**config.mk**
```make
export PLATFORM = sky130hd
export DESIGN_NAME = eth_tx_framer
export DESIGN_NICKNAME = d
export VERILOG_FILES = /design/src/rtl/eth_tx_framer.sv
export SDC_FILE = /design/constraint.sdc
export NUM_CORES = 1
export LEC_CHECK = 0
export BUFFER_PORTS_ARGS = -buffer_cell sky130_fd_sc_hd__buf_4
export CAP_MARGIN = 25
export CORE_MARGIN = 2
export CORE_UTILIZATION = 45
export CTS_CLUSTER_SIZE = 24
export DETAILED_ROUTE_END_ITERATION = 8
export HOLD_SLACK_MARGIN = 0.05
export PLACE_DENSITY = 0.65
export SYNTH_ARGS = -nofsm -noshare
export SYNTH_HDL_FRONTEND = slang
export SYNTH_SLANG_ARGS = --single-unit
```
**constraint.sdc**
```tcl
create_clock -name mac_tx_clk -period 3.7 [get_ports mac_tx_clk]
set_clock_uncertainty 0.05 [all_clocks]
set_input_delay 0.37 -clock mac_tx_clk [delete_from_list [all_inputs] [get_ports mac_tx_clk]]
set_output_delay 0.37 -clock mac_tx_clk [all_outputs]
set_load 0.05 [all_outputs]
```
**src/rtl/eth_tx_framer.sv**
```systemverilog
// eth_tx_framer
// Builds Ethernet II frames for the logic side of the RGMII MAC transmitter.
// A 14-byte header (destination MAC, source MAC, EtherType) is prepended to a
// byte-wide ready/valid payload stream. Short payloads are zero-padded to the
// minimum length, and a fixed inter-frame gap is enforced between frames. The
// MAC adds the preamble, SFD and FCS itself.
//
// Ports:
//   mac_tx_clk, mac_tx_reset          clock, synchronous active-high reset
//   cfg_dst_mac, cfg_src_mac,         header fields, latched when a frame starts;
//   cfg_ethertype                     the most significant byte is sent first
//   s_tdata/s_tvalid/s_tlast/s_tready payload stream in
//   mac_tx_data/valid/sof/eof         frame stream to the MAC (registered)
//   busy                              framer is not idle (registered)
//   err_underrun, err_oversize        one-cycle error pulses (registered)
//   frame_cnt                         frames emitted, including aborted ones
module eth_tx_framer #(
  parameter int MAX_PAYLOAD = 1500,
  parameter int MIN_PAYLOAD = 46,
  parameter int IFG_CYCLES  = 20
) (
  input  logic        mac_tx_clk,
  input  logic        mac_tx_reset,
  input  logic [47:0] cfg_dst_mac,
  input  logic [47:0] cfg_src_mac,
  input  logic [15:0] cfg_ethertype,
  input  logic [7:0]  s_tdata,
  input  logic        s_tvalid,
  input  logic        s_tlast,
  output logic        s_tready,
  output logic [7:0]  mac_tx_data,
  output logic        mac_tx_valid,
  output logic        mac_tx_sof,
  output logic        mac_tx_eof,
  output logic        busy,
  output logic        err_underrun,
  output logic        err_oversize,
  output logic [15:0] frame_cnt
);

  localparam int PW = $clog2(MAX_PAYLOAD + 1);
  localparam int GW = $clog2(IFG_CYCLES + 1);
  localparam logic [PW-1:0] MAX_P    = PW'(MAX_PAYLOAD);
  localparam logic [PW-1:0] MIN_P    = PW'(MIN_PAYLOAD);
  localparam logic [GW-1:0] IFG_LAST = GW'(IFG_CYCLES - 1);

  typedef enum logic [2:0] {IDLE, HDR, PAYLOAD, PAD, DROP, IFG} state_t;

  state_t        state, state_nxt;
  logic [111:0]  hdr, hdr_nxt;
  logic [111:0]  hdr_sh;
  logic [3:0]    hdr_idx, hdr_idx_nxt;
  logic [PW-1:0] pay_cnt, pay_cnt_nxt, pay_inc;
  logic [GW-1:0] ifg_cnt, ifg_cnt_nxt;
  logic [7:0]    data_nxt;
  logic          valid_nxt, sof_nxt, eof_nxt, under_nxt, over_nxt;

  assign s_tready = (state == PAYLOAD) || (state == DROP);
  assign pay_inc  = pay_cnt + PW'(1);
  // Current header byte always sits in the top byte after shifting.
  assign hdr_sh   = hdr << {hdr_idx, 3'b000};

  // Next-state and next-output decode; every output is registered below.
  always_comb begin
    state_nxt   = state;
    hdr_nxt     = hdr;
    hdr_idx_nxt = hdr_idx;
    pay_cnt_nxt = pay_cnt;
    ifg_cnt_nxt = ifg_cnt;
    data_nxt    = 8'h00;
    valid_nxt   = 1'b0;
    sof_nxt     = 1'b0;
    eof_nxt     = 1'b0;
    under_nxt   = 1'b0;
    over_nxt    = 1'b0;
    case (state)
      IDLE: begin
        if (s_tvalid) begin
          // Header byte 0 comes straight from the inputs being latched now.
          hdr_nxt     = {cfg_dst_mac, cfg_src_mac, cfg_ethertype};
          data_nxt    = cfg_dst_mac[47:40];
          valid_nxt   = 1'b1;
          sof_nxt     = 1'b1;
          hdr_idx_nxt = 4'd1;
          pay_cnt_nxt = '0;
          state_nxt   = HDR;
        end
      end
      HDR: begin
        data_nxt  = hdr_sh[111:104];
        valid_nxt = 1'b1;
        if (hdr_idx == 4'd13) state_nxt = PAYLOAD;
        else                  hdr_idx_nxt = hdr_idx + 4'd1;
      end
      PAYLOAD: begin
        valid_nxt = 1'b1;
        if (s_tvalid) begin
          data_nxt    = s_tdata;
          pay_cnt_nxt = pay_inc;
          if (s_tlast) begin
            if (pay_inc >= MIN_P) begin
              eof_nxt     = 1'b1;
              ifg_cnt_nxt = '0;
              state_nxt   = IFG;
            end else begin
              state_nxt = PAD;
            end
          end else if (pay_inc == MAX_P) begin
            eof_nxt   = 1'b1;
            over_nxt  = 1'b1;
            state_nxt = DROP;
          end
        end else begin
          // Starved mid-frame: close the frame with a dummy byte and discard the rest.
          eof_nxt   = 1'b1;
          under_nxt = 1'b1;
          state_nxt = DROP;
        end
      end
      PAD: begin
        valid_nxt   = 1'b1;
        pay_cnt_nxt = pay_inc;
        if (pay_inc >= MIN_P) begin
          eof_nxt     = 1'b1;
          ifg_cnt_nxt = '0;
          state_nxt   = IFG;
        end
      end
      DROP: begin
        if (s_tvalid && s_tlast) begin
          ifg_cnt_nxt = '0;
          state_nxt   = IFG;
        end
      end
      IFG: begin
        // IFG_CYCLES edges here plus the IDLE edge give IFG_CYCLES idle output cycles.
        if (ifg_cnt == IFG_LAST) state_nxt = IDLE;
        else                     ifg_cnt_nxt = ifg_cnt + GW'(1);
      end
      default: state_nxt = IDLE;
    endcase
  end

  // State, counters and registered outputs.
  always_ff @(posedge mac_tx_clk) begin
    if (mac_tx_reset) begin
      state        <= IDLE;
      hdr          <= '0;
      hdr_idx      <= '0;
      pay_cnt      <= '0;
      ifg_cnt      <= '0;
      mac_tx_data  <= 8'h00;
      mac_tx_valid <= 1'b0;
      mac_tx_sof   <= 1'b0;
      mac_tx_eof   <= 1'b0;
      busy         <= 1'b0;
      err_underrun <= 1'b0;
      err_oversize <= 1'b0;
      frame_cnt    <= 16'h0000;
    end else begin
      state        <= state_nxt;
      hdr          <= hdr_nxt;
      hdr_idx      <= hdr_idx_nxt;
      pay_cnt      <= pay_cnt_nxt;
      ifg_cnt      <= ifg_cnt_nxt;
      mac_tx_data  <= data_nxt;
      mac_tx_valid <= valid_nxt;
      mac_tx_sof   <= sof_nxt;
      mac_tx_eof   <= eof_nxt;
      busy         <= (state_nxt != IDLE);
      err_underrun <= under_nxt;
      err_oversize <= over_nxt;
      if (eof_nxt) frame_cnt <= frame_cnt + 16'h0001;
    end
  end

endmodule

```
==> Word-level counts from Yosys, hierarchy flattened <==
Cells that the tools add are included.
{ "op_classes": {"addsub": 4, "order_cmp": 1, "n_eq_ne": 14, "shift": 1, "mux": 33, "n_bitwise": 3, "reduce_logical": 15} }
{ "op_table": {"columns": ["op", "count"], "rows": [
  ["112-bit by 7-bit left shift with 112-bit output", 1],
  ["11-bit case mux with 3 select lines", 1],
  ["3-bit two-way mux", 9],
  ["5-bit two-way mux", 5],
  ["8-bit case mux with 3 select lines", 1],
  ["11-bit two-way mux", 2],
  ["5-bit case mux with 4 select lines", 1],
  ["3-bit case mux with 6 select lines", 1],
  ["16-bit by 1-bit adder with 16-bit output, second input constant", 1],
  ["8-bit two-way mux", 2],
  ["11-bit by 1-bit adder with 11-bit output, second input constant", 1],
  ["11-bit == test, second input constant", 1],
  ["11-bit by 6-bit greater-or-equal comparator with 1-bit output, second input constant", 1],
  ["2-bit != test, second input constant", 5],
  ["4-bit two-way mux", 2],
  ["4-bit case mux with 2 select lines", 1],
  ["3-bit by 2-bit == test with 1-bit output, second input constant", 2],
  ["3-bit == test, second input constant", 2],
  ["1-bit two-way mux", 6],
  ["3-bit AND reduction", 2],
  ["3-bit nonzero test", 2],
  ["5-bit by 1-bit adder with 5-bit output, second input constant", 1],
  ["5-bit == test, second input constant", 1],
  ["5-bit AND reduction", 1],
  ["15 further kinds", 19]
]} }
{ "word_totals": {"regBits": 165, "input_bits": 124, "output_inout_bits": 31} }

==> Logic depth before layout (Yosys ltp) <==
Gate-level depths: netlist of the first run.
{ "depth": {"depth_word": 7, "mapped_depth": 10} }

==> Worst setup path after synthesis of the first run <==
OpenSTA, ideal clock, no wires.
{ "synth_timing": {"kind": "register to register", "start": "reg hdr_idx[0]", "end": "reg mac_tx_data[0]", "setup_ns": 0.124, "t_arrival_ns": 2.400, "slack_ns": 1.126, "stages_incl_launch_ff": 7, "path_buffers": 2, "period_less_slack_ns": 2.574, "path_cell_list": "dfxtp_1 clkbuf_1 buf_2 mux4_2 mux4_2 a222oi_1 nor2_1"} }
{ "synth_between": {"elab_chain_cells": 2} }
{ "synth_lines": {"columns": ["element", "line", "rtl"], "rows": [
  ["from (decl)", "52", "logic [3:0] hdr_idx, hdr_idx_nxt;"],
  ["from (signal assigned)", "163", "hdr_idx <= hdr_idx_nxt;"],
  ["112-bit by 7-bit left shift with 112-bit output", "61", "assign hdr_sh = hdr << {hdr_idx, 3'b000};"],
  ["8-bit case mux with 3 select lines", "76", "case (state)"],
  ["to (signal assigned)", "166", "mac_tx_data <= data_nxt;"],
  ["to (decl)", "31", "output logic [7:0] mac_tx_data,"]
]} }
Every way passes these cells.
A chain may end at the register's enable or synchronous reset.

==> Final worst setup path of the first run <==
{ "layout_timing": {"start": "reg pay_cnt[0]", "end": "reg busy"} }
{ "layout_between": {"elab_chain_cells": 7} }
{ "layout_lines": {"columns": ["element", "line", "rtl"], "rows": [
  ["from (decl)", "53", "logic [PW-1:0] pay_cnt, pay_cnt_nxt, pay_inc;"],
  ["from (signal assigned)", "164", "pay_cnt <= pay_cnt_nxt;"],
  ["11-bit by 1-bit adder with 11-bit output *", "59", "assign pay_inc = pay_cnt + PW'(1);"],
  ["11-bit by 6-bit greater-or-equal comparator with 1-bit output or 11-bit == test (tied branches)", "101, 123, 108", null],
  ["3-bit two-way mux, on equally long branches", "101, 108", null],
  ["3-bit two-way mux", "100", "if (s_tlast) begin"],
  ["3-bit two-way mux", "97", "if (s_tvalid) begin"],
  ["3-bit case mux with 6 select lines *", "76", null],
  ["3-bit nonzero test *", "170", "busy <= (state_nxt != IDLE);"],
  ["to (signal assigned)", "170", null],
  ["to (decl)", "35", "output logic busy,"]
]} }
Mark *: on every way between the ends. The rest lies on a longest branch, timed or not.

==> results of run 1 <==
logic make-up (layout without fill, tap and decap cells):
| group | Yosys count | in the layout |
|---|---|---|
| muxes | 41 | 41 |
| AOI/OAI and AO/OA | 204 | 204 |
| buffers and inverters | 80 | 201 |
| and+or+nand+nor | 385 | 385 |
| DFF | 165 | 165 |
| xor gates and xnor gates | 7 | 7 |
| adders and majority gates | 7 | 7 |
layout by cell type (no fill, tap or decap), types with 2 or more instances in the layout:
cell type / count
nand2_1: 249
inv_1: 9
ha_1: 7
and2_1: 5
dfxtp_1: 164
buf_12: 4
o21ai_0: 14
and3_1: 7
a31oi_1: 5
o21ai_1: 2
inv_8: 2
nor2b_1: 2
a211oi_1: 4
mux2i_1: 9
nand2b_1: 8
xor2_1: 5
a22oi_1: 4
nor3b_1: 2
a311oi_1: 3
inv_6: 3
nor4_1: 4
clkinvlp_4: 2
nor2_1: 48
nand4_1: 9
nand3_1: 11
or3_1: 9
nor3_1: 7
o31ai_1: 9
o211ai_1: 2
buf_4: 158
mux4_2: 32
clkbuf_16: 17
or4_1: 10
a222oi_1: 8
a21oi_1: 139
bufinv_16: 4
worst paths after layout:
kind,startpoint,endpoint,slack [ns],depth (start not counted)
max,pay_cnt[0],busy,0.85,8
min reg2reg,hdr[53],hdr[53],0.40,2
min,cfg_dst_mac[13],hdr[77],0.13,3
max reg2reg,pay_cnt[0],busy,0.85,8
worst max-delay path: cells and delay by family (launching register included):
family	cells	cell delay, ns
AOI/OAI and AO/OA	4	1.15
adders and majority gates	1	0.41
DFF	1	0.46
and+or+nand+nor	3	0.61
layout make-up:
type,count,area share (%)
clock buffers,18,4.680
clock inverters,12,2.053
inverters,9,0.3600
multi-input cells,644,41.27
flip-flops and latches,165,35.21
well taps,220,2.933
repair buffers,162,13.49
state kept, by name (all words and copies together), names as in the netlist:
signal        flops
busy              1
pay_cnt          11
mac_tx_eof        1
frame_cnt        16
mac_tx_sof        1
state             3
ifg_cnt           5
mac_tx_valid      1
err_oversize      1
hdr             112
err_underrun      1
hdr_idx           4
mac_tx_data       8
per-layer routing:
| layer | global-route usage [%] | share of wire (%) |
|---|---|---|
| met5 | 0 | 0 |
| met4 | 6.870 | 1.4 |
| met3 | 4.674 | 6.0 |
| met2 | 35.75 | 48 |
| met1 | 32.32 | 45 |
stage by stage:
step	util (%)	std cells	setup WS, ns
detailed placement	53.34	1200	0.8863
finish	57.20	1230	0.8458
CTS	57.20	1230	0.8497
global placement	53.34	1200	0.9080
floorplan	-	889	1.126
global route	57.20	1230	0.5307
where the power goes:
part | internal, uW | leakage, uW | switching (uW)
clock network | 1160 | 0.000303 | 744
registers | 1870 | 0.00135 | 54.3
logic | 244 | 0.00202 | 285
total | 3270 | 0.00368 | 1080
==> impl_metrics.env, run 1 <==
export IMPL_ys_seq_area_share_pct=44.06
export IMPL_synth_simple_area_share_pct=22.71
export IMPL_dr_pass1_iters=5
export IMPL_cellPowerDensity_nw_per_um2=463.6
export IMPL_path_max_fanout=33
export IMPL_die_h_um=133.1
export IMPL_synth_edf_count=0
export IMPL_clock_latency_ns=0.43
export IMPL_die_area_sq_um=17710
export IMPL_ff_latch_area_sq_um=3304
export IMPL_grt_util_all_layers_pct=22.95
export IMPL_drt_iter0_drc=549
export IMPL_wl_per_cell_um=16.15
export IMPL_synth_most_common_cell="nand2_1"
export IMPL_final_area_sq_um=9384
export IMPL_antenna_cells=0
export IMPL_max_freq_mhz=350.4
export IMPL_fill_cells=1562
export IMPL_worstMarginPinSlew_ns=1.015
export IMPL_finalCritPeriodShare_pct=77.14
export IMPL_syn_area_sq_um=7497
export IMPL_clockBufferDepth=2
export IMPL_yosysUniqueCellTypes=62
export IMPL_synthCells=889
export IMPL_start_kind="flop"
export IMPL_async_reset_ff_share_pct=0
export IMPL_crit_slowest_cell="o221a_4"
export IMPL_layout_drive_gt1_share_pct=23.27
export IMPL_synth_seq_cells=165
export IMPL_peakVddDrop_uv=324.6
export IMPL_grt_start_max_net_pins=123
export IMPL_synth_xor_area_share_pct=0.9179
export IMPL_crit_arrival_ns=3.06
export IMPL_crit_chain="ha_1 > nand4_4 > nor2_2 > o211ai_1 > a211oi_2 > o221a_4 > nand2b_1 > a41oi_1"
export IMPL_cts_setup_buffers=0
export IMPL_syn_nets=1020
export IMPL_cts_tree="yes"
export IMPL_rows=47
export IMPL_antenna_found_initial=0
export IMPL_netlist_area_leader_share_pct=44.06
export IMPL_place_hpwl_um=13730
export IMPL_viasPerCell=5.401
export IMPL_end_kind="flop"
export IMPL_ctsResizeCount=0
export IMPL_setup_tns_final_ns=0
export IMPL_routed_via_count=6643
export IMPL_place_congestion=0.8325
export IMPL_crit_required_ns=3.91
export IMPL_cts_num_sinks=165
export IMPL_power_uw=4350
export IMPL_synth_area_per_cell_sq_um=8.433
export IMPL_worst_setup_path_type="flop to flop"
export IMPL_multi_input_area_sq_um=3872
export IMPL_globalRouteOverflowTotal=0
export IMPL_synth_top_family_by_area="simple AND/OR/NAND/NOR gates"
export IMPL_layout_min_cycle_time_ns=2.854
export IMPL_synth_area_leaders="dfxtp_1 (44%), nand2_1 (12%), mux4_2 (9.6%), a21oi_1 (9.3%), clkbuf_1 (2.7%)"
export IMPL_synth_mux_area_share_pct=10.81
export IMPL_cts_root_buf="clkbuf_16"
export IMPL_slew_violations=0
export IMPL_setup_viol=0
export IMPL_whs_ns=0.1285
export IMPL_drc=0
export IMPL_fin_nets=1130
export IMPL_cts_hold_buf=0
export IMPL_run_status="complete, no violations"
export IMPL_synthFlopType="dfxtp_1"
export IMPL_synth_top_cell_by_area="dfxtp_1"
export IMPL_portBuffers=154
export IMPL_rsz0062_at_grt="no"
export IMPL_drv_cap=0
export IMPL_ios=155
export IMPL_yosysWarnings=0
export IMPL_synth_common_cells="nand2_1 (249), dfxtp_1 (165), a21oi_1 (139)"
export IMPL_synth_compound_area_share_pct=15.90
export IMPL_core_sq_um=16410
export IMPL_clk_pin_slew_ns=0.07
export IMPL_grt_pass1_wl_um=32160
export IMPL_numCtsBuffers=17
export IMPL_p_leak_uw=0.003675
export IMPL_htree_levels=4
export IMPL_area_growth_pct=25.17
export IMPL_post_dp_cell_area_sq_um=8752
export IMPL_synth_fa_ha_area_share_pct=1.168
export IMPL_slew_headroom_pct=31.46
export IMPL_initial_core_util_pct=45.70
export IMPL_hold_viol=0
export IMPL_worst_path_largest_cell_delay_ns=0.48
export IMPL_dieWidth_um=133.1
export IMPL_finalWirelength_um=19860
export IMPL_drtAntennaViolNets=0
export IMPL_hp_class="input port to flop"
export IMPL_grt_pass1_vias=6205
No activity file was read; power rests on OpenSTA's default activity.
==> run 2, diff against run 1 <==
==> constraint.sdc (replaced) <==
create_clock -name mac_tx_clk -period 2.9 [get_ports mac_tx_clk]
set_clock_uncertainty 0.05 [all_clocks]
set_input_delay 0.29 -clock mac_tx_clk [delete_from_list [all_inputs] [get_ports mac_tx_clk]]
set_output_delay 0.29 -clock mac_tx_clk [all_outputs]
set_load 0.05 [all_outputs]
==> run 2 against run 1 <==
Via count increased by 3.5%; highest routed layer unchanged; fmax grew 6.7%; die area is the same; final area up 4.5%; wire length increased by 2.6%; critical endpoint is now frame_cnt[8]; combinational power rose by 37%; global-route usage is 0.25 points higher; hold slack lost 0.066 ns; sequential share of layout area fell by 1.5 points; sequential power grew 27%; clock power up 21%; worst setup slack worse by 0.62 ns.
==> impl_metrics.env, run 2 (synthesis results as in run 1) <==
export IMPL_crit_arrival_ns=2.98
export IMPL_globalRouteOverflowTotal=0
export IMPL_finalWirelength_um=20380
export IMPL_slew_headroom_pct=47.63
export IMPL_area_growth_pct=30.86
export IMPL_setup_tns_final_ns=0
export IMPL_slew_violations=0
export IMPL_path_max_fanout=33
export IMPL_worst_setup_path_type="flop to flop"
export IMPL_antenna_found_initial=0
export IMPL_hp_class="input port to flop"
export IMPL_max_freq_mhz=374.0
export IMPL_start_kind="flop"
export IMPL_crit_slowest_cell="or4_1"
export IMPL_r2r_setup_slack_ns=0.23
export IMPL_grt_util_all_layers_pct=23.20
export IMPL_crit_path_frequent_cell="or4_1"
export IMPL_largest_reg_flops=112
export IMPL_largest_register="hdr"
export IMPL_end_kind="flop"
export IMPL_die_h_um=133.1
export IMPL_rsz0062_at_grt="no"
export IMPL_drc=0
export IMPL_wl_per_cell_um=15.94
export IMPL_run_status="complete, no violations"
export IMPL_initial_core_util_pct=45.70
export IMPL_reg_largest_list="hdr x112, frame_cnt x16, pay_cnt x11"
export IMPL_grt_pass1_wl_um=32660
export IMPL_final_util_pct=59.80
export IMPL_crit_required_ns=3.21
export IMPL_clockBufferDepth=2
export IMPL_drv_cap=0
export IMPL_portBuffers=154
export IMPL_worstMarginPinSlew_ns=0.7827
export IMPL_layout_min_cycle_time_ns=2.674
export IMPL_die_area_sq_um=17710
export IMPL_ios=155
export IMPL_crit_chain="nand3_2 > or4_1 > xor2_1 > nand3_1 > o221a_4 > or4_1 > a21oi_1"
export IMPL_fin_nets=1176
export IMPL_grt_start_max_net_pins=123
export IMPL_dr_pass1_iters=5
export IMPL_cts_tree="yes"
export IMPL_place_congestion=0.8261
export IMPL_drtAntennaViolNets=0
export IMPL_hold_viol=0
export IMPL_grt_pass1_vias=6405
export IMPL_worst_path_largest_cell_delay_ns=0.53
export IMPL_rows=47
export IMPL_setup_viol=0
export IMPL_cts_root_buf="clkbuf_16"
export IMPL_dieWidth_um=133.1
export IMPL_core_sq_um=16410
export IMPL_antenna_cells=0
export IMPL_finalCritPeriodShare_pct=92.20
export IMPL_cellPowerDensity_nw_per_um2=556.1
export IMPL_peakVddDrop_uv=419.5
export IMPL_drt_iter0_drc=467
export IMPL_routed_via_count=6876
export IMPL_htree_levels=4
export IMPL_clock_latency_ns=0.43
export IMPL_final_cell_mix="nand2_1 (249), buf_4 (166), dfxtp_1 (162)"
export IMPL_layout_drive_gt1_share_pct=23.44
export IMPL_p_leak_uw=0.003860
export IMPL_cts_num_sinks=165
export IMPL_final_common_cell="nand2_1"
export IMPL_numCtsBuffers=17
export IMPL_cts_setup_buffers=0
export IMPL_clk_pin_slew_ns=0.07
export IMPL_viasPerCell=5.380
export IMPL_place_hpwl_um=13630
-- run 2: final cells by class --
cell class | count | area, sq um
Tap cell | 220 | 275.3
Timing Repair Buffer | 208 | 1717
Fill cell | 1475 | 6596
Multi-Input combinational cell | 644 | 3885
Clock inverter | 14 | 163.9
Clock buffer | 18 | 429.2
Sequential cell | 165 | 3307
Inverter | 9 | 33.78
-- run 2: power by group --
group	switching (uW)	internal, uW
Combinational	379	347
Clock	992	1300
Sequential	60.0	2380
-- run 2: what timing repair did --
action                     4_1_cts  5_1_grt
setup endpoints to repair        0       19
hold buffers                    35        2
hold endpoints to repair        35        2
gates resized for setup          0        4
-- run 2: worst paths after layout --
kind,from,to,depth (start not counted)
worst max-delay path,pay_cnt[7],frame_cnt[8],7
worst min-delay path,cfg_dst_mac[6],hdr[70],3
worst max register to register,pay_cnt[7],frame_cnt[8],7
worst min register to register,hdr[92],hdr[92],2
-- run 2: through the flow --
stage          power (uW)  instances  hold WS (ns)  setup WS [ns]  area, sq um
4_1_cts              5494       1276       0.05013        0.06895         9776
5_1_grt              5671       1278       0.05123        0.02003         9811
2_1_floorplan        2893        889        0.3760         0.3261         7497
6_report             5456       1278       0.06298         0.2262         9811
3_3_place_gp         3172       1209        0.3889         0.1849         8832
3_5_place_dp         3178       1209        0.3964         0.1071         8832
-- run 2: worst max-delay path, delay by kind of cell, from the launching register on --
family | cells | cell delay [ns]
xor gates and xnor gates | 1 | 0.20
and+or+nand+nor | 4 | 1.30
DFF | 1 | 0.45
AOI/OAI and AO/OA | 2 | 0.59
-- run 2: routing by layer --
metal | global-route usage (%) | up-vias | routed length, um
met1 | 30.88 | 3252 | 8971
li1 | - | 3431 | -
met4 | 5.914 | 0 | 257
met2 | 38.40 | 176 | 10030
met3 | 5.172 | 17 | 1119
met5 | 0 | - | 0
==> run 3, diff against run 2 <==
--- a/config.mk
+++ b/config.mk
@@ -5,14 +5,15 @@
 export SDC_FILE = /design/constraint.sdc
 export NUM_CORES = 1
 export LEC_CHECK = 0
+export ABC_CLOCK_PERIOD_IN_PS = 2900
 export BUFFER_PORTS_ARGS = -buffer_cell sky130_fd_sc_hd__buf_4
 export CAP_MARGIN = 25
-export CORE_MARGIN = 2
 export CORE_UTILIZATION = 45
 export CTS_CLUSTER_SIZE = 24
 export DETAILED_ROUTE_END_ITERATION = 8
 export HOLD_SLACK_MARGIN = 0.05
 export PLACE_DENSITY = 0.65
+export SKIP_LAST_GASP = 1
 export SYNTH_ARGS = -nofsm -noshare
 export SYNTH_HDL_FRONTEND = slang
 export SYNTH_SLANG_ARGS = --single-unit
==> run 3 against run 2 <==
Register-to-register slack worse by 0.08 ns; wire length is 0.59% higher; first-iteration DRC count is 5.4% lower; critical path depth is 2 higher.
==> impl_metrics.env, run 3 (synthesis results as in run 1) <==
export IMPL_run_status="complete, no violations"
export IMPL_pwr_share_comb_pct=12.9
export IMPL_initial_core_util_pct=46.69
export IMPL_fin_cells=1256
export IMPL_grt_pass1_vias=6383
export IMPL_endpoint="frame_cnt[5]"
export IMPL_grt_util_all_layers_pct=24.53
export IMPL_final_area_sq_um=9598
export IMPL_worst_setup_path_type="flop to flop"
export IMPL_hp_class="input port to flop"
export IMPL_drtAntennaViolNets=0
export IMPL_place_inst=1212
export IMPL_place_congestion=0.8462
export IMPL_viasPerCell=5.399
export IMPL_largest_reg_flops=112
export IMPL_whs_path_depth=3
export IMPL_slew_headroom_pct=47.18
export IMPL_start_kind="flop"
export IMPL_drt_iter0_drc=442
export IMPL_r2r_setup_slack_ns=0.15
export IMPL_core_sq_um=16060
export IMPL_drc=0
export IMPL_final_common_cell="nand2_1"
export IMPL_cts_tree="yes"
export IMPL_routed_via_count=6781
export IMPL_clk_pin_slew_ns=0.07
export IMPL_dieWidth_um=131.1
export IMPL_max_freq_mhz=363.7
export IMPL_final_util_pct=59.77
export IMPL_grt_pass1_wl_um=32210
export IMPL_wl_per_cell_um=16.32
export IMPL_end_kind="flop"
export IMPL_p_sw_uw=1366
export IMPL_fin_nets=1159
export IMPL_reg_largest_list="hdr x112, frame_cnt x16, pay_cnt x11"
export IMPL_globalRouteOverflowTotal=0
export IMPL_dr_wl_met3_um=1142
export IMPL_crit_required_ns=3.21
export IMPL_routed_top_layer="met4"
export IMPL_htree_levels=4
export IMPL_pwr_share_seq_pct=45.3
export IMPL_finalCritPeriodShare_pct=94.82
export IMPL_antenna_found_initial=0
export IMPL_antenna_cells=0
export IMPL_worstMarginPinSlew_ns=0.7894
export IMPL_swShare_pct=25.25
export IMPL_cellPowerDensity_nw_per_um2=563.9
export IMPL_p_leak_uw=0.003784
export IMPL_crit_arrival_ns=3.06
export IMPL_cts_root_buf="clkbuf_16"
export IMPL_rows=46
export IMPL_hold_viol=0
export IMPL_largest_register="hdr"
export IMPL_reg2reg_depth=9
export IMPL_peakVddDrop_uv=465.3
export IMPL_power_share_clock_pct=41.9
export IMPL_place_hpwl_um=13850
export IMPL_dr_pass1_iters=5
export IMPL_layout_drive_gt1_share_pct=24.71
export IMPL_cts_num_sinks=165
export IMPL_slew_violations=0
export IMPL_startpoint="pay_cnt[1]"
export IMPL_dr_wl_met2_um=9517
export IMPL_path_max_fanout=14
export IMPL_p_int_uw=4046
export IMPL_drv_cap=0
export IMPL_die_area_sq_um=17180
export IMPL_setup_viol=0
export IMPL_portBuffers=154
export IMPL_rsz0062_at_grt="yes"
export IMPL_clock_latency_ns=0.43
export IMPL_ios=155
export IMPL_grt_start_max_net_pins=88
export IMPL_final_cell_mix="nand2_1 (249), buf_4 (177), dfxtp_1 (163)"
export IMPL_clockBufferDepth=2
export IMPL_layout_min_cycle_time_ns=2.750
export IMPL_area_growth_pct=28.02
export IMPL_r2r_start="pay_cnt[1]"
export IMPL_rr_endpoint="frame_cnt[5]"
export IMPL_numCtsBuffers=17
export IMPL_met1_length_um=9397
export IMPL_die_h_um=131.1
export IMPL_post_dp_cell_area_sq_um=8842
export IMPL_finalWirelength_um=20500
## run 3: what timing repair did
action                     in CTS  in global routing
setup buffers                   0                  1
hold buffers                   10                  1
setup endpoints to repair       0                 17
gates resized for setup         0                  6
hold endpoints to repair       10                  1
## run 3: layout make-up
type	instances	area (sq um)
multi-input combinational	645	3916
clock inverter	10	122.6
clock buffer	21	470.5
inverter	9	33.78
sequential	165	3306
timing repair buffer	190	1479
fill	1500	6460
tap	216	270.3
## run 3: routing by layer
metal	vias to the layer above	track usage [%]
met1	3174	33.08
met2	184	38.72
met5	-	0
li1	3392	-
met4	0	8.046
met3	31	5.885
## run 3: worst min-delay path by stage
| stage | from | endpoint | slack, ns |
|---|---|---|---|
| final | cfg_src_mac[16] | hdr[32] | 0.06 |
| after global routing | cfg_ethertype[8] | hdr[8] | 0.05 |
| after CTS | cfg_src_mac[46] | hdr[62] | 0.05 |
| after detailed placement | hdr[91] | hdr[91] | 0.40 |
| after global placement | hdr[22] | hdr[22] | 0.39 |
| after floorplan | cfg_dst_mac[36] | hdr[100] | 0.38 |
## run 3: power groups by stage
stage	logic (uW)	clock network, uW	registers, uW
5_1_grt	760	2400	2460
6_report	696	2260	2450
3_5_place_dp	679	0	2500
4_1_cts	692	2290	2450
3_3_place_gp	675	0	2500
2_1_floorplan	392	0	2500
## run 3: metrics by stage
step	hold slack (ns)	TNS (ns)	total power, uW	worst slack, ns
2_1_floorplan	0.3760	0	2893	0.3261
3_3_place_gp	0.3902	0	3174	0.1633
3_5_place_dp	0.3955	0	3178	0.1335
4_1_cts	0.05026	0	5433	0.1210
5_1_grt	0.05441	-0.02529	5623	-0.02192
6_report	0.05553	0	5412	0.1503
## run 3: critical path: stages (launching register included)
cell and delay (ns):
dfxtp_2 0.39, ha_4 0.21, nand4_4 0.17, nor3_4 0.22, xor2_2 0.28, nand4bb_1 0.28, o221a_4 0.41, buf_4 0.17
or3_1 0.34, a21oi_1 0.15
